[src/rtl/servgrid_host_bridge.sv]
// Byte-stream to Wishbone host bridge: parses 'W'/'R' commands from an rx byte
// stream, runs one single-beat classic Wishbone access, and streams back status/read data.
module servgrid_host_bridge #(
    parameter int timeout_cycles = 1024,
    parameter int tw             = 11
) (
    input  logic        wb_clk,
    input  logic        wb_rst,
    input  logic [7:0]  i_rx_data,
    input  logic        i_rx_valid,
    output logic        o_rx_ready,
    output logic [7:0]  o_tx_data,
    output logic        o_tx_valid,
    input  logic        i_tx_ready,
    output logic [31:0] o_wb_proc_adr,
    output logic [31:0] o_wb_proc_dat,
    output logic [3:0]  o_wb_proc_sel,
    output logic        o_wb_proc_we,
    output logic        o_wb_proc_stb,
    input  logic [31:0] i_wb_proc_rdt,
    input  logic        i_wb_proc_ack,
    output logic        o_busy
);

    localparam logic [7:0] op_write = 8'h57;
    localparam logic [7:0] op_read  = 8'h52;
    localparam logic [7:0] rsp_ack  = 8'h06;
    localparam logic [7:0] rsp_nak  = 8'h15;
    localparam logic [7:0] rsp_bad  = 8'h3F;

    localparam logic [tw-1:0] t_last = tw'(timeout_cycles - 1);
    localparam logic [tw-1:0] t_max  = '1;

    typedef enum logic [2:0] {
        S_IDLE,
        S_ADDR,
        S_DATA,
        S_BUS,
        S_RESP
    } state_t;

    state_t state, state_next;

    logic [1:0]    byte_cnt;
    logic          is_write;
    logic [31:0]   adr_q;
    logic [31:0]   dat_q;
    logic [31:0]   rdt_q;
    logic [7:0]    rsp_code;
    logic [2:0]    rsp_idx;
    logic [2:0]    rsp_last;
    logic [tw-1:0] t_cnt;

    logic rx_fire;
    logic tx_fire;
    logic timed_out;

    assign rx_fire   = i_rx_valid & o_rx_ready;
    assign tx_fire   = o_tx_valid & i_tx_ready;
    assign timed_out = (t_cnt == t_last);

    assign o_wb_proc_adr = adr_q;
    assign o_wb_proc_dat = dat_q;
    assign o_wb_proc_sel = 4'hF;
    assign o_wb_proc_we  = o_wb_proc_stb & is_write;

    always_ff @(posedge wb_clk) begin
        if (wb_rst) begin
            state <= S_IDLE;
        end else begin
            state <= state_next;
        end
    end

    always_comb begin
        state_next    = state;
        o_rx_ready    = 1'b0;
        o_tx_valid    = 1'b0;
        o_wb_proc_stb = 1'b0;
        o_busy        = 1'b1;
        case (state)
            S_IDLE: begin
                o_rx_ready = 1'b1;
                o_busy     = 1'b0;
                if (rx_fire) begin
                    if (i_rx_data == op_write || i_rx_data == op_read) begin
                        state_next = S_ADDR;
                    end else begin
                        state_next = S_RESP;
                    end
                end
            end
            S_ADDR: begin
                o_rx_ready = 1'b1;
                if (rx_fire && byte_cnt == 2'd3) begin
                    state_next = is_write ? S_DATA : S_BUS;
                end
            end
            S_DATA: begin
                o_rx_ready = 1'b1;
                if (rx_fire && byte_cnt == 2'd3) begin
                    state_next = S_BUS;
                end
            end
            S_BUS: begin
                o_wb_proc_stb = 1'b1;
                // ack is checked first so a same-cycle ack wins over expiry
                if (i_wb_proc_ack || timed_out) begin
                    state_next = S_RESP;
                end
            end
            S_RESP: begin
                o_tx_valid = 1'b1;
                if (tx_fire && rsp_idx == rsp_last) begin
                    state_next = S_IDLE;
                end
            end
            default: state_next = S_IDLE;
        endcase
    end

    always_comb begin
        o_tx_data = '0;
        if (o_tx_valid) begin
            case (rsp_idx)
                3'd0:    o_tx_data = rsp_code;
                3'd1:    o_tx_data = rdt_q[7:0];
                3'd2:    o_tx_data = rdt_q[15:8];
                3'd3:    o_tx_data = rdt_q[23:16];
                3'd4:    o_tx_data = rdt_q[31:24];
                default: o_tx_data = '0;
            endcase
        end
    end

    always_ff @(posedge wb_clk) begin
        if (wb_rst) begin
            byte_cnt <= '0;
            is_write <= 1'b0;
            adr_q    <= '0;
            dat_q    <= '0;
            rdt_q    <= '0;
            rsp_code <= '0;
            rsp_idx  <= '0;
            rsp_last <= '0;
            t_cnt    <= '0;
        end else begin
            case (state)
                S_IDLE: begin
                    if (rx_fire) begin
                        is_write <= (i_rx_data == op_write);
                        byte_cnt <= '0;
                        rsp_code <= rsp_bad;
                        rsp_last <= '0;
                        rsp_idx  <= '0;
                    end
                end
                S_ADDR: begin
                    t_cnt <= '0;
                    if (rx_fire) begin
                        adr_q    <= {i_rx_data, adr_q[31:8]};
                        byte_cnt <= byte_cnt + 2'd1;
                    end
                end
                S_DATA: begin
                    t_cnt <= '0;
                    if (rx_fire) begin
                        dat_q    <= {i_rx_data, dat_q[31:8]};
                        byte_cnt <= byte_cnt + 2'd1;
                    end
                end
                S_BUS: begin
                    if (i_wb_proc_ack) begin
                        rsp_code <= rsp_ack;
                        rsp_last <= is_write ? 3'd0 : 3'd4;
                        rsp_idx  <= '0;
                        if (!is_write) begin
                            rdt_q <= i_wb_proc_rdt;
                        end
                    end else if (timed_out) begin
                        rsp_code <= rsp_nak;
                        rsp_last <= '0;
                        rsp_idx  <= '0;
                    end else if (t_cnt != t_max) begin
                        t_cnt <= t_cnt + 1'b1;
                    end
                end
                S_RESP: begin
                    if (tx_fire && rsp_idx != rsp_last) begin
                        rsp_idx <= rsp_idx + 3'd1;
                    end
                end
                default: ;
            endcase
        end
    end

endmodule
[config.mk]
export PLATFORM = sky130hd
export DESIGN_NAME = servgrid_host_bridge
export DESIGN_NICKNAME = d
export VERILOG_FILES = /design/src/rtl/servgrid_host_bridge.sv
export SDC_FILE = /design/constraint.sdc
export NUM_CORES = 1
export LEC_CHECK = 0
export BUFFER_PORTS_ARGS = -buffer_cell sky130_fd_sc_hd__buf_2
export CAP_MARGIN = 30
export CORE_MARGIN = 5
export CORE_UTILIZATION = 50
export CTS_CLUSTER_DIAMETER = 100
export DETAILED_ROUTE_END_ITERATION = 12
export PLACE_DENSITY = 0.79
export REMOVE_ABC_BUFFERS = 1
export SETUP_SLACK_MARGIN = 0.15
export SYNTH_ARGS = -nofsm -noshare
export SYNTH_HDL_FRONTEND = slang
export SYNTH_SLANG_ARGS = --single-unit
export TNS_END_PERCENT = 20
[constraint.sdc]
create_clock -name wb_clk -period 2.3 [get_ports wb_clk]
set_clock_uncertainty 0.05 [all_clocks]
set_input_delay 0.115 -clock wb_clk [delete_from_list [all_inputs] [get_ports wb_clk]]
set_output_delay 0.115 -clock wb_clk [all_outputs]
set_load 0.05 [all_outputs]
[After elaboration in Yosys (flattened, before gate mapping)]
Index checks and enable logic that the tools add are counted.
Word-level totals
  register bits after elaboration: 127
  bits of input ports: 45
  output and inout port bits: 81
  logic and storage cells: 98
Cells by class
  add/sub/neg operators: 3
  eq/ne operators: 26
  mux-type cells: 33
  bitwise operators: 4
  reductions and logical operators: 22
Operator list (count)
  $pmux W8 S5: 1
  $mux W3: 12
  $mux W11: 3
  $mux W8: 4
  $pmux W11 S2: 1
  $ne A2 B2 Y1 const B: 9
  $eq A8 B7 Y1 const B: 2
  $pmux W8 S2: 1
  $pmux W3 S5: 1
  $eq A3 B2 Y1 const B: 4
  $add A11 B1 Y11 const B: 1
  $eq A11 B10 Y1 const B: 1
  $ne A11 B11 Y1 const B: 1
  $pmux W3 S3: 1
  $reduce_and A3 Y1: 3
  $reduce_and A4 Y1: 2
  $eq A3 B1 Y1 const B: 2
  $eq A3 B3 Y1 const B: 2
  $logic_not A3 Y1: 2
  $pmux W3 S2: 1
  $reduce_and A2 Y1: 3
  $reduce_bool A2 Y1: 3
  $mux W1: 5
  $reduce_and A5 Y1: 1
  16 further kinds: 22

[Logic depth before layout (Yosys ltp)]
  word-level depth: 7
  mapped depth: 9
  gate-level depth less buffers: 6

[Least setup slack after synthesis]
OpenSTA, ideal clock, no wires.
  kind: flip-flop to output port
  from: reg state[2]
  to: out o_tx_data[0]
  arrival: 2208 ps
  required time: 2135 ps
  slack: -73 ps
  stages on the path, launching flop included: 6
  buffers on the path: 1
  cells stage by stage: dfxtp_1 clkbuf_1 nand2_1 inv_1 o21ai_1 a31oi_1
On the way
  longest elaborated chain between the ends: 3
RTL lines
  start, declared: RTL line 42  | state_t state, state_next;
  start signal, assigned: RTL line 71  | state <= state_next;
  $eq A3 B3 Y1: RTL line 81  | case (state)
  $mux W1: RTL line 81
  named net o_tx_valid: RTL line 13  | output logic o_tx_valid,
  $mux W8: RTL line 124  | if (o_tx_valid) begin
  end, declared: RTL line 12  | output logic [7:0] o_tx_data,
The timed path passes the listed nets, and every way through them passes these cells.

[Final worst setup path]
  from: reg rsp_idx[0]
  to: out o_tx_data[5]
On the way
  longest elaborated chain between the ends: 3
  elaborated cells on any way between the ends: 7
  those cells by class: eq/ne (4); mux (2); reduce/logical (1)
RTL lines
  start, declared: RTL line 50  | logic [2:0] rsp_idx;
  start signal, assigned: RTL line 190  | rsp_idx <= rsp_idx + 3'd1;
  $eq A3 B3 Y1 (tied with other cells): RTL line 125  | case (rsp_idx)
  $pmux W8 S5 *: RTL line 125
  $mux W8 *: RTL line 124
Mark *: on every way between the ends. The rest lies on a longest branch, timed or not.

==> flow_summary.yaml <==
synth:
  synthMuxAreaShare_pct: 0.624
  syn_area_sq_um: 5010
  synth_flop_cell: "dfxtp_1"
  synth_top_family_by_area: "simple AND/OR/NAND/NOR gates"
  synth-adder-area-share_pct: 1.75
  synth.avg_cell_area_sq_um: 7.72
  ys.warnings.count: 0
  synth_cell_types: 52
  async_reset_ff_share_pct: 0
  synthCells: 649
  synthXorXnorAreaFrac_pct: 1.75
  yosysTopAreaCellShare_pct: 48.3
  synthTopCellsByArea: "dfxtp_1 (48%), nand2_1 (17%), a21oi_1 (11%)"
  yosysTopAreaCell: "dfxtp_1"
  seq_area_frac_synth_pct: 48.3
  yosys_register_bits: 121
  synth_compound_area_share_pct: 16.3
  synth-simple-area-share_pct: 26.0
  synth_edf_count: 0
power_and_ir_drop:
  p_switching_mw: 1.30
  p_clk_share_pct: 50.4
  internal_power_mw: 4.04
  p_seq_share_pct: 40.2
  p_sw_share_pct: 24.3
  total_power_mw: 5.34
  power-per-cell-area_nw_per_um2: 775
  combPwrFrac_pct: 9.5
  ir_drop_mv: 0.487
  p_leak_nw: 2.73
route:
  wirelength_mm: 14.9
  drt_iter0_markers: 395
  drcViolationCount: 0
  ant_nets: 0
  avgViaCountPerCell: 5.44
  firstDrtPassIters: 7
  vias: 5161
  wire_per_inst_microns: 15.7
floorplanning:
  rows: 36
  die_h_microns: 110
  core_sq_um: 9770
  io_pins: 126
  initial_core_util_pct: 51.3
  die-area_sq_um: 12100
  die_w_microns: 110
place:
  dpl.cell_count: 869
  gp_congestion: 0.812
  portBuffers: 121
  hpwl_mm: 8.68
setup_path:
  crit_path_end_kind: "primary output"
  cp_data_arrival_time_ns: 2.03
  start_kind: "flip-flop"
  critPathMaxFanout: 5
  path_class: "flip-flop to primary output"
  required_ns: 2.13
  rrSetupSlack_ns: 0.14
sta:
  max_freq_mhz: 455
  setup_viol: 0
  finalMaxSlewViolations: 0
  fin_crit_sh_pct: 95.6
  slew_headroom_pct: 57.8
  final_hold_viol_count: 0
  worstMarginPinSlew_ns: 0.627
  rsz0062_at_grt: "true"
  fin_crit_ns: 2.20
layout:
  diodes: 0
  drive_gt1_share_pct: 24.4
  finalNonFillerCells: 949
  syn2layout_area_growth_pct: 37.6
  nets: 855
  final_common_cell: "nand2_1"
  layout_common_cells: "nand2_1 (222), dfxtp_1 (116), a21oi_1 (112), buf_2 (112), dlygate4sd3_1 (43)"
run_status:
  status: "completed"
job:
  drv_cap: 0
clocking:
  htree_levels: 4
  cts-root-buf: "clkbuf_8"
  clkLatencyLatePin_ns: 0.52
  clkTransAtPathRegs_ns: 0.06
  clockBufferDepth: 2
  clock_sinks: 121
  cts_tree: "built"
  cts_inserted_buffers: 17
global_routing:
  overflow: 0
  grt_max_degree: 52
  antenna_found_initial: 0
  grt_pass1_wl_mm: 23.3
  grt_pass1_vias: 5017
  grtUsageTotal_pct: 24.3
min_path:
  hold_path_class: "primary input to flip-flop"
==> cell families after synthesis <==
kind of cell / Yosys count
flops: 121
fa+ha+maj: 7
simple gates: 304
xor+xnor: 10
buf+inv: 58
mux: 3
compound gates: 145
other cells: 1
==> power groups by stage <==
| stage | combinational [mW] | clock (mW) | sequential, mW |
|---|---|---|---|
| finish | 0.506 | 2.69 | 2.14 |
| global route | 0.537 | 2.83 | 2.15 |
| CTS | 0.478 | 2.71 | 2.14 |
| detailed placement | 0.383 | 0 | 2.19 |
| global placement | 0.377 | 0 | 2.18 |
| floorplan | 0.240 | 0 | 2.18 |
==> metrics by stage <==
step / hold slack (ns) / setup slack [ns] / instance area [sq um] / utilization, % / setup TNS, ns
after floorplan: 0.134 / -0.266 / 4800 / - / -9.05
after global placement: 0.308 / 0.284 / 5660 / 57.9 / 0
after detailed placement: 0.314 / 0.212 / 5660 / 57.9 / 0
after CTS: 0.00832 / 0.144 / 6850 / 70.0 / 0
after global routing: 0.0370 / -0.00908 / 6900 / 70.5 / -0.00908
final: 0.0196 / 0.100 / 6900 / 70.5 / 0
==> flip-flops by register name, summed over array words and instances (netlist names) <==
signal         cells
o_wb_proc_adr     32
o_wb_proc_dat     32
t_cnt             11
state              3
is_write           1
rsp_idx            3
rdt_q             32
rsp_last           1
rsp_code           4
byte_cnt           2
==> worst paths after layout <==
path | end | cells after the start | from
worst min register to register | t_cnt[10] | 2 | t_cnt[10]
worst max register to register | rsp_idx[2] | 7 | rsp_idx[1]
worst min-delay path | o_wb_proc_dat[13] | 2 | wb_rst
worst max-delay path | o_tx_data[5] | 7 | rsp_idx[0]
==> critical path, stage by stage (launching register included) <==
cell and delay (ns):
dfxtp_4 0.39, inv_4 0.06, ha_4 0.17, nor2b_4 0.13, buf_6 0.13, a222oi_1 0.29
a21oi_1 0.14, buf_4 0.21
==> final cells by class <==
type | count | area (sq um)
inverter | 10 | 42.5
timing repair buffer | 180 | 1190
multi-input combinational | 473 | 2460
clock buffer | 21 | 459
sequential | 121 | 2440
fill | 725 | 2880
tap | 133 | 166
clock inverter | 11 | 144
==> synthesized netlist by cell type, types with 2 or more instances <==
master    count
or4_1         2
a22o_1        2
mux2i_1       2
o22ai_1       2
a21o_1        3
a22oi_1       4
buf_2        14
or2_2         3
a21oi_1     112
inv_1         9
ha_1          7
nor4_1        4
a222oi_1      4
and2_1        3
a31oi_1       3
or3_1         4
a221oi_1      5
o21ai_0       3
nand2_1     222
nor3_1        8
nand3_1      11
buf_4         4
dfxtp_1     121
nor2_1       24
xor2_1        7
nand2b_1      4
o21ai_1       2
nand3b_1      2
nor2b_1       6
clkbuf_1     28
xnor2_1       3
==> repair_timing <==
item | CTS | global route
buffers inserted | 4 | 1
endpoints found under the hold margin | 53 | 0
hold buffers | 43 | 0
pin swaps | 4 | 6
resized for setup | 37 | 11
setup endpoints to repair | 9 | 27
gates cloned | 0 | 0
==> metal layers <==
| layer | vias to the layer above | GRT usage (%) | part of all wire (%) |
|---|---|---|---|
| met2 | 226 | 40.2 | 49 |
| met4 | 0 | 9.59 | 2.4 |
| met5 | - | 0 | 0 |
| li1 | 2466 | - | - |
| met1 | 2427 | 28.7 | 39 |
| met3 | 42 | 8.74 | 8.8 |
(Power assumes the default switching activity.)
